**config.mk**
```make
export PLATFORM = sky130hd
export DESIGN_NAME = mips_encode_flat
export DESIGN_NICKNAME = d
export VERILOG_FILES = /design/src/rtl/mips_encode_if.sv /design/src/rtl/mips_encode.sv /design/src/flat_wrapper.sv
export SDC_FILE = /design/constraint.sdc
export NUM_CORES = 1
export LEC_CHECK = 0
export CAP_MARGIN = 20
export CELL_PAD_IN_SITES_DETAIL_PLACEMENT = 0
export CELL_PAD_IN_SITES_GLOBAL_PLACEMENT = 1
export CORE_AREA = 2 2 113 115
export DETAILED_ROUTE_END_ITERATION = 7
export DIE_AREA = 0 0 115 117
export GPL_ROUTABILITY_DRIVEN = 0
export PLACE_DENSITY_LB_ADDON = 0.12
export SLEW_MARGIN = 20
export SYNTH_ARGS = -nofsm -noshare
export SYNTH_HDL_FRONTEND = slang
export SYNTH_SLANG_ARGS = --single-unit
export TNS_END_PERCENT = 30
```
**constraint.sdc**
```tcl
create_clock -name clock -period 2.1 [get_ports clock]
set_input_delay 0.42 -clock clock [delete_from_list [all_inputs] [get_ports clock]]
set_output_delay 0.42 -clock clock [all_outputs]
set_load 0.05 [all_outputs]
```
**src/rtl/mips_encode_if.sv**
```systemverilog
// Request/response bundle between an instruction producer and mips_encode.
// master drives requests and consumes words; slave is the encoder side.
interface mips_encode_if;
  logic        in_valid;
  logic        in_ready;
  logic [3:0]  in_op;
  logic [4:0]  in_rs;
  logic [4:0]  in_rt;
  logic [4:0]  in_rd;
  logic [31:0] in_imm;
  logic        out_valid;
  logic        out_ready;
  logic [31:0] out_inst;
  logic [31:0] out_addr;

  modport master (
    output in_valid, in_op, in_rs, in_rt, in_rd, in_imm, out_ready,
    input  in_ready, out_valid, out_inst, out_addr
  );

  modport slave (
    input  in_valid, in_op, in_rs, in_rt, in_rd, in_imm, out_ready,
    output in_ready, out_valid, out_inst, out_addr
  );
endinterface

```
**src/rtl/mips_encode.sv**
```systemverilog
// Encodes assembler-level requests into MIPS words with sequential byte addresses.
// Latency 1 cycle from accept to out_valid; LI with a nonzero upper half emits two words.
// Output stalls hold the word and drop in_ready; a full pipe streams one word per cycle.
module mips_encode (
  input  logic         clock,
  input  logic         reset,
  mips_encode_if.slave bus
);

  typedef enum logic {S_RUN = 1'b0, S_LI2 = 1'b1} state_t;

  localparam logic [31:0] BASE_ADDR = 32'h0040_0000;

  state_t      state_q, state_d;
  logic        out_valid_q;
  logic [31:0] out_inst_q;
  logic [31:0] out_addr_q;
  logic [31:0] pend_q;

  logic        in_xfer;
  logic        out_xfer;
  logic [31:0] enc_word;
  logic [31:0] enc_pend;
  logic        enc_two;
  logic [5:0]  funct;

  assign out_xfer = out_valid_q && bus.out_ready;
  assign in_xfer  = bus.in_valid && bus.in_ready;

  always_comb begin
    funct = 6'h20;
    case (bus.in_op)
      4'd0:    funct = 6'h20;
      4'd1:    funct = 6'h22;
      4'd2:    funct = 6'h24;
      4'd3:    funct = 6'h25;
      4'd4:    funct = 6'h27;
      4'd5:    funct = 6'h26;
      4'd6:    funct = 6'h2A;
      default: funct = 6'h20;
    endcase
  end

  always_comb begin
    enc_word = 32'h0;
    enc_pend = 32'h0;
    enc_two  = 1'b0;
    case (bus.in_op)
      4'd0, 4'd1, 4'd2, 4'd3, 4'd4, 4'd5, 4'd6:
        enc_word = {6'h00, bus.in_rs, bus.in_rt, bus.in_rd, 5'd0, funct};
      4'd7:  enc_word = {6'h08, bus.in_rs, bus.in_rt, bus.in_imm[15:0]};
      4'd8:  enc_word = {6'h0C, bus.in_rs, bus.in_rt, bus.in_imm[15:0]};
      4'd9:  enc_word = {6'h0D, bus.in_rs, bus.in_rt, bus.in_imm[15:0]};
      4'd10: enc_word = {6'h0E, bus.in_rs, bus.in_rt, bus.in_imm[15:0]};
      4'd11: enc_word = {6'h0F, 5'd0, bus.in_rt, bus.in_imm[15:0]};
      4'd12: enc_word = {6'h23, bus.in_rs, bus.in_rt, bus.in_imm[15:0]};
      4'd13: enc_word = {6'h2B, bus.in_rs, bus.in_rt, bus.in_imm[15:0]};
      4'd14: enc_word = {6'h04, bus.in_rs, bus.in_rt, bus.in_imm[15:0]};
      default: begin
        // LI: small constants fit one ORI off $0, otherwise LUI then ORI into rt
        if (bus.in_imm[31:16] != 16'h0) begin
          enc_two  = 1'b1;
          enc_word = {6'h0F, 5'd0, bus.in_rt, bus.in_imm[31:16]};
          enc_pend = {6'h0D, bus.in_rt, bus.in_rt, bus.in_imm[15:0]};
        end else begin
          enc_word = {6'h0D, 5'd0, bus.in_rt, bus.in_imm[15:0]};
        end
      end
    endcase
  end

  always_ff @(posedge clock) begin
    if (reset) state_q <= S_RUN;
    else       state_q <= state_d;
  end

  always_comb begin
    state_d = state_q;
    case (state_q)
      S_RUN:   if (in_xfer && enc_two) state_d = S_LI2;
      S_LI2:   if (out_xfer) state_d = S_RUN;
      default: state_d = S_RUN;
    endcase
  end

  always_comb begin
    bus.in_ready = !reset && (state_q == S_RUN) && (!out_valid_q || bus.out_ready);
  end

  always_ff @(posedge clock) begin
    if (reset) begin
      out_valid_q <= 1'b0;
      out_inst_q  <= 32'h0;
      out_addr_q  <= BASE_ADDR;
      pend_q      <= 32'h0;
    end else begin
      if (out_xfer) out_addr_q <= out_addr_q + 32'd4;
      if (state_q == S_LI2 && out_xfer) begin
        out_inst_q <= pend_q;
      end else if (in_xfer) begin
        out_inst_q  <= enc_word;
        out_valid_q <= 1'b1;
        if (enc_two) pend_q <= enc_pend;
      end else if (out_xfer) begin
        out_valid_q <= 1'b0;
      end
    end
  end

  assign bus.out_valid = out_valid_q;
  assign bus.out_inst  = out_inst_q;
  assign bus.out_addr  = out_addr_q;

endmodule

```
**src/flat_wrapper.sv**
```systemverilog
// flat-port wrapper written by rule: the top's interface ports become plain ports
module mips_encode_flat 
  (clock, reset, bus_in_valid, bus_in_op, bus_in_rs, bus_in_rt, bus_in_rd, bus_in_imm, bus_out_ready, bus_in_ready, bus_out_valid, bus_out_inst, bus_out_addr);
  mips_encode_if bus_i ();
  input  logic clock;
  input  logic reset;
  input wire logic [$bits(bus_i.in_valid)-1:0] bus_in_valid;
  input wire logic [$bits(bus_i.in_op)-1:0] bus_in_op;
  input wire logic [$bits(bus_i.in_rs)-1:0] bus_in_rs;
  input wire logic [$bits(bus_i.in_rt)-1:0] bus_in_rt;
  input wire logic [$bits(bus_i.in_rd)-1:0] bus_in_rd;
  input wire logic [$bits(bus_i.in_imm)-1:0] bus_in_imm;
  input wire logic [$bits(bus_i.out_ready)-1:0] bus_out_ready;
  output wire logic [$bits(bus_i.in_ready)-1:0] bus_in_ready;
  output wire logic [$bits(bus_i.out_valid)-1:0] bus_out_valid;
  output wire logic [$bits(bus_i.out_inst)-1:0] bus_out_inst;
  output wire logic [$bits(bus_i.out_addr)-1:0] bus_out_addr;
  assign bus_i.in_valid = bus_in_valid;
  assign bus_i.in_op = bus_in_op;
  assign bus_i.in_rs = bus_in_rs;
  assign bus_i.in_rt = bus_in_rt;
  assign bus_i.in_rd = bus_in_rd;
  assign bus_i.in_imm = bus_in_imm;
  assign bus_i.out_ready = bus_out_ready;
  assign bus_in_ready = bus_i.in_ready;
  assign bus_out_valid = bus_i.out_valid;
  assign bus_out_inst = bus_i.out_inst;
  assign bus_out_addr = bus_i.out_addr;
  mips_encode u_core (.clock(clock), .reset(reset), .bus(bus_i));
endmodule
```
# Yosys cells after proc, flatten, opt, wreduce, memory -nomap -nowiden

Index checks and enable logic that the tools add are counted.

Input bits: 55
Output and inout port bits: 66
Word-level logic and storage cells: 53
Register bits after elaboration: 98

Reductions and logical operators: 17
Bitwise gates (word level): 2
Muxes and demuxes: 14
Add/subtract/negate cells: 1
Equality and inequality tests: 14

Operators with widths:

| cell                  | number |
|---|---|
| $pmux 32 s9           | 1 |
| $mux 32               | 3 |
| $add 32x3->32 const B | 1 |
| $mux 30               | 1 |
| $eq 4x4->1 const B    | 7 |
| $mux 28               | 1 |
| $pmux 4 s6            | 1 |
| $eq 4x3->1 const B    | 4 |
| $reduce_bool 16->1    | 1 |
| $reduce_or 15->1      | 1 |
| $eq 4x2->1 const B    | 2 |
| $reduce_or 7->1       | 1 |
| $logic_and 1x1->1     | 6 |
| $mux 1                | 6 |
| $eq 4x1->1 const B    | 1 |
| $logic_not 4->1       | 1 |
| $reduce_bool 2->1     | 2 |
| $reduce_and 3->1      | 1 |
| $logic_not 1->1       | 2 |
| $not 1->1             | 2 |
| $pmux 1 s2            | 1 |
| $reduce_and 2->1      | 1 |
| $logic_or 1x1->1      | 1 |

# Longest topological paths before layout

Depth in word-level cells: 7
Gate-level depth with buffers: 8
Mapped depth without buffers: 6

# Worst setup path before layout

OpenSTA, ideal clock, no wires.

Kind: input to output
Start: input port reset
End: output port bus_in_ready
Data arrival time: 1.902 ns
Stages on the path: 3
Required time: 1.680 ns
Buffers on the path: 2
Setup slack: -0.222 ns
Cells stage by stage: clkbuf_1 buf_1 nor3_1

Cells in the longest elaborated chain, start to end: 3

RTL lines:

| what                           | RTL line           | text |
|---|---|---|
| start, declared                | flat_wrapper.sv:6  | `input logic reset;` |
| $logic_not 1->1                | mips_encode.sv:87  | `bus.in_ready = !reset && (state_q == S_RUN) && (!out_valid_q \|\| bus.out_ready);` |
| $logic_and 1x1->1 (2 in a row) | mips_encode.sv:87  |  |
| end, declared                  | flat_wrapper.sv:14 | `output wire logic [$bits(bus_i.in_ready)-1:0] bus_in_ready;` |

No other way between the ends.

# Worst setup path in the final report

Start: input port bus_in_imm[20]
End: register u_core.out_inst_q[5] (netlist: u_core.bus.out_inst[5])

Cells in the longest elaborated chain, start to end: 5

RTL lines:

| what                 | RTL line           | text |
|---|---|---|
| start, declared      | flat_wrapper.sv:12 | `input wire logic [$bits(bus_i.in_imm)-1:0] bus_in_imm;` |
| $reduce_bool 16->1   | mips_encode.sv:61  | `if (bus.in_imm[31:16] != 16'h0) begin` |
| $mux 28              | mips_encode.sv:61  |  |
| $pmux 32 s9          | mips_encode.sv:48  | `case (bus.in_op)` |
| $mux 32              | mips_encode.sv:100 | `end else if (in_xfer) begin` |
| $mux 32              | mips_encode.sv:98  | `if (state_q == S_LI2 && out_xfer) begin` |
| end signal, assigned | mips_encode.sv:99  | `out_inst_q <= pend_q;` |
| end signal, assigned | mips_encode.sv:101 | `out_inst_q <= enc_word;` |
| end, declared        | mips_encode.sv:16  | `logic [31:0] out_inst_q;` |

No other way between the ends. The select of a mux whose other input is x is not followed.
A chain may end at the register's enable or synchronous reset.

==> results.md <==
Status:
- The run finished with clean final reports.

Logic synthesis:
- The synthesized-area fraction occupied by xor and xnor cells is approximately 5.3%.
- After synthesis, flip-flops and latches occupy around two fifths of the total area.
- Of the post-synthesis cell area, the dominant cell type holds between 40% and 50%.
- By count the netlist is led by dfxtp_1, nand2_1, nor2_1, nand3_1, a21oi_1.
- A synthesized cell averages 8.130 um2.
- After synthesis, the largest family of logic cells by area is simple AND/OR/NAND/NOR gates.
- The dominant cell by count in the synthesized netlist is dfxtp_1.
- The fraction of synthesis flops using an asynchronous set or reset pin is 0%.
- Synthesis inferred 85 register bits.
- For this run, the number of Yosys warnings is 0.
- The cell count after synthesis came out at 504.
- The number of distinct library cells after synthesis is 55.
- The synthesized netlist devotes 15.33% of its cell area to compound gates.
- After synthesis, the cell types taking the most area are dfxtp_1, nand3_1, nand2_1, nor2_1, a21oi_1.
- After synthesis the cells add up to 0.004098 mm2.
- Yosys mapped a number of flops with a built-in enable equal to 0.
- The most used flip-flop cell after synthesis is dfxtp_1.
- The largest area contributor in the synthesized netlist is dfxtp_1.
- The synthesized netlist devotes less than 1% of its cell area to adder and majority cells.
- The synthesized netlist devotes 30.26% of its cell area to simple gates.
- Multiplexer cells account for less than 1% of the synthesized area.

Final layout:
- The number of non-filler instances in the completed layout is approximately 810.
- The filler cells instantiated in the layout total 1212.
- Registers take 0.001702 mm2.
- At the end of the flow, the number of nets in the layout was approximately 720.
- Summing all multi-input logic gate instances after layout gives approximately 0.0022 mm2.
- The fraction of final layout cells sized beyond drive strength 1 is 15.66%.
- The count of antenna diodes in the layout is 0.
- For this run, the share of the core covered by cells in the final layout is 49.82%.
- Compared with the post-synthesis result, the final layout area differs by 49.68%.

Floorplan:
- The core region is ~0.012 mm2.
- The floorplan step defined a die boundary enclosing between 0.01 and 0.015 mm2.
- The number of core rows is 41.
- The die width is between 100 and 150 um.
- The I/O pin count is approximately 120.
- The initial cell density of the core is 33.28%.
- The die is between 100 and 150 um tall.

Timing:
- Setup violations remaining at the end of the flow were counted as 0.
- Subtracting the final worst setup slack from the clock period gives between 2 and 2.5 ns.
- The normalized max-slew margin is between 50 and 60%.
- The number of slew-limit violations in the final report is 0.
- The number of endpoints with negative hold slack in the final report is 0.
- The share of the clock period used by the worst path is 97.77%.
- Setup repair after global routing left no endpoint under its margin.
- For the pin with the worst max-slew slack, the measured transition is 0.6640 ns.
- The post-route clock skew is ~0.006 ns.
- The highest clock frequency the design can meet is a little under 0.5 GHz.
- The total negative setup slack is 0 ns.

Route:
- The first detailed-routing pass ran for 7 iterations.
- The number of DRC violations after detailed routing is 0.
- In this run, the number of DRC markers left after iteration 0 of detailed routing was approximately 220.
- The via count is 4225.
- The detail route stage leaves a number of antenna-violating nets equal to 0.
- The routed wire length is approximately 13000 um.
- The average wire per cell in the routed design is around 16 um.
- Using the TritonRoute via totals, the vias-per-cell ratio works out to 5.190.

GRT:
- The maximum number of pins on one net before global-route repair is between 60 and 70.
- The wire length of the first global-routing pass is between 20000 and 25000 um.
- The number of antenna violations at the first check in global routing is 0.
- The via count of the first global-routing pass is between 4000 and 5000.
- After global routing the overflow that remains totals 0.
- Global routing used between 15 and 20% of the available tracks.

Worst setup path:
- The data arrival time of the critical path is ~2.3 ns.
- Data on the critical path is required at its endpoint by 2.34 ns.
- The class of the most critical setup path is in2reg.
- The worst register-to-register path has a depth of 5.
- The worst setup path is launched from an input port.
- In this run the worst path has a maximum fanout of 6.
- In this run the worst setup path begins at bus_in_imm[20].
- STA classifies the critical path endpoint as a flip-flop.
- The worst reg2reg path startpoint is u_core.bus.out_addr[2]$_SDFFE_PP0P_.

Pwr:
- The static leakage is 2.382 nW.
- The maximum ir drop on the vdd rail is ~0.36 mV.
- Power spread over the standard cell area amounts to around 610 mW/mm2.

Clock network:
- The clock-pin slew of the registers on the worst-case setup and hold paths is 0.06 ns.
- The clock latency on the worst-skew pair is between 0.3 and 0.4 ns.
- TritonCTS built the clock tree.
- The post-CTS setup buffer count is 0.
- In this run, CTS created clock tree buffers numbering 9.
- Counting every sink on the clock net gives 85.
- The maximum clock insertion buffer count is 2.
- The tree is rooted in a clkbuf_16.
- In this run the number of H-tree levels came out at 3.

Min path:
- The startpoint identified for the worst hold timing path is u_core.pend_q[28]$_SDFFE_PP0P_.
- The worst hold path passes through 2 cells.
- The min-delay analysis places its worst path in the category reg2reg.

Placement:
- In this run, placement finished with an instance count of between 700 and 800.
- The detailed placer's ending HPWL is roughly 9300 um.
- Port buffering added approximately 120 buffers.

Job:
- Across the run, the number of max-cap violations was 0.
## flip-flops by register name, indices dropped and copies added, names as in the netlist
| name | flops |
|---|---|
| u_core.bus.out_inst | 31 |
| u_core.bus.out_addr | 30 |
| u_core.pend_q | 22 |
| u_core.bus.out_valid | 1 |
| u_core.state_q | 1 |
## what timing repair did
item	in CTS	in global routing
endpoints found under the setup margin	2	37
resized for setup	2	12
hold buffers	0	0
cloned	0	0
pin swaps	0	1
## layout make-up
class,count,area share [%]
multi-input cells,371,35.58
clock inverters,4,0.4080
well taps,150,3.060
repair buffers,184,28.87
inverters,8,0.4896
flip-flops and latches,85,27.74
clock buffers,12,3.856
## power by group
part | switching, mW | leakage, nW | total (mW) | internal (mW)
clock network | 0.658 | 0.123 | 1.46 | 0.798
logic | 0.356 | 1.57 | 0.638 | 0.283
registers | 0.0223 | 0.689 | 1.67 | 1.65
## metrics by stage
step	instance area, um2	power (mW)	worst slack, ns	hold slack (ns)
2_1_floorplan	4110	2.041	0.1275	0.4258
3_3_place_gp	5819	2.340	-0.3482	0.4362
3_5_place_dp	5819	2.344	-0.3642	0.4405
4_1_cts	6086	3.818	0.01187	0.4504
5_1_grt	6133	3.929	0.0005234	0.4689
6_report	6133	3.768	0.04675	0.4509
## cells by family after synthesis
kind of cell,Yosys count
simple gates,237
xor+xnor,25
compound gates,102
buf+inv,50
mux,3
flops,85
other cells,1
fa+ha+maj,1
## cells in the final DEF (no fill, tap or decap), drive strengths merged, types with 4 or more instances in the layout
cell type and count:
a31oi 15, a21oi 38, nor3 11, nor4 9, and3 7, xnor2 13, nand4 9, a22oi 5
nor2 56, xor2 12, clkdlybuf4s50 105, o21ai 20, inv 8, a211oi 4, a311oi 5, and4 8
or3 10, dfxtp 85, clkbuf 12, o211ai 4, nand2 59, buf 70, nand2b 4, nand3 52
dlymetal6s2s 8, a221oi 4
## worst max-delay path, stage by stage
cell	delay, ns
clkdlybuf4s50_1	0.46
nor4_2	0.37
buf_4	0.17
and4_1	0.22
nand2b_4	0.19
mux2i_1	0.10
a2111oi_2	0.36
## path summary, 6_finish.rpt
path	end	slack, ns
max	u_core.bus.out_inst[5]$_SDFFE_PP0P_	0.05
min	u_core.pend_q[28]$_SDFFE_PP0P_	0.45
max reg2reg	u_core.bus.out_addr[22]$_SDFFE_PP1P_	0.35
min reg2reg	u_core.pend_q[28]$_SDFFE_PP0P_	0.45
## per-layer routing
layer | track usage, % | wire [um] | vias to the layer above
met5 | 0 | 0 | -
met4 | 6.827 | 237 | 0
met2 | 32.86 | 6291 | 120
li1 | - | - | 2098
met3 | 6.437 | 771 | 22
met1 | 23.14 | 5451 | 1985
(Power assumes the default switching activity.)
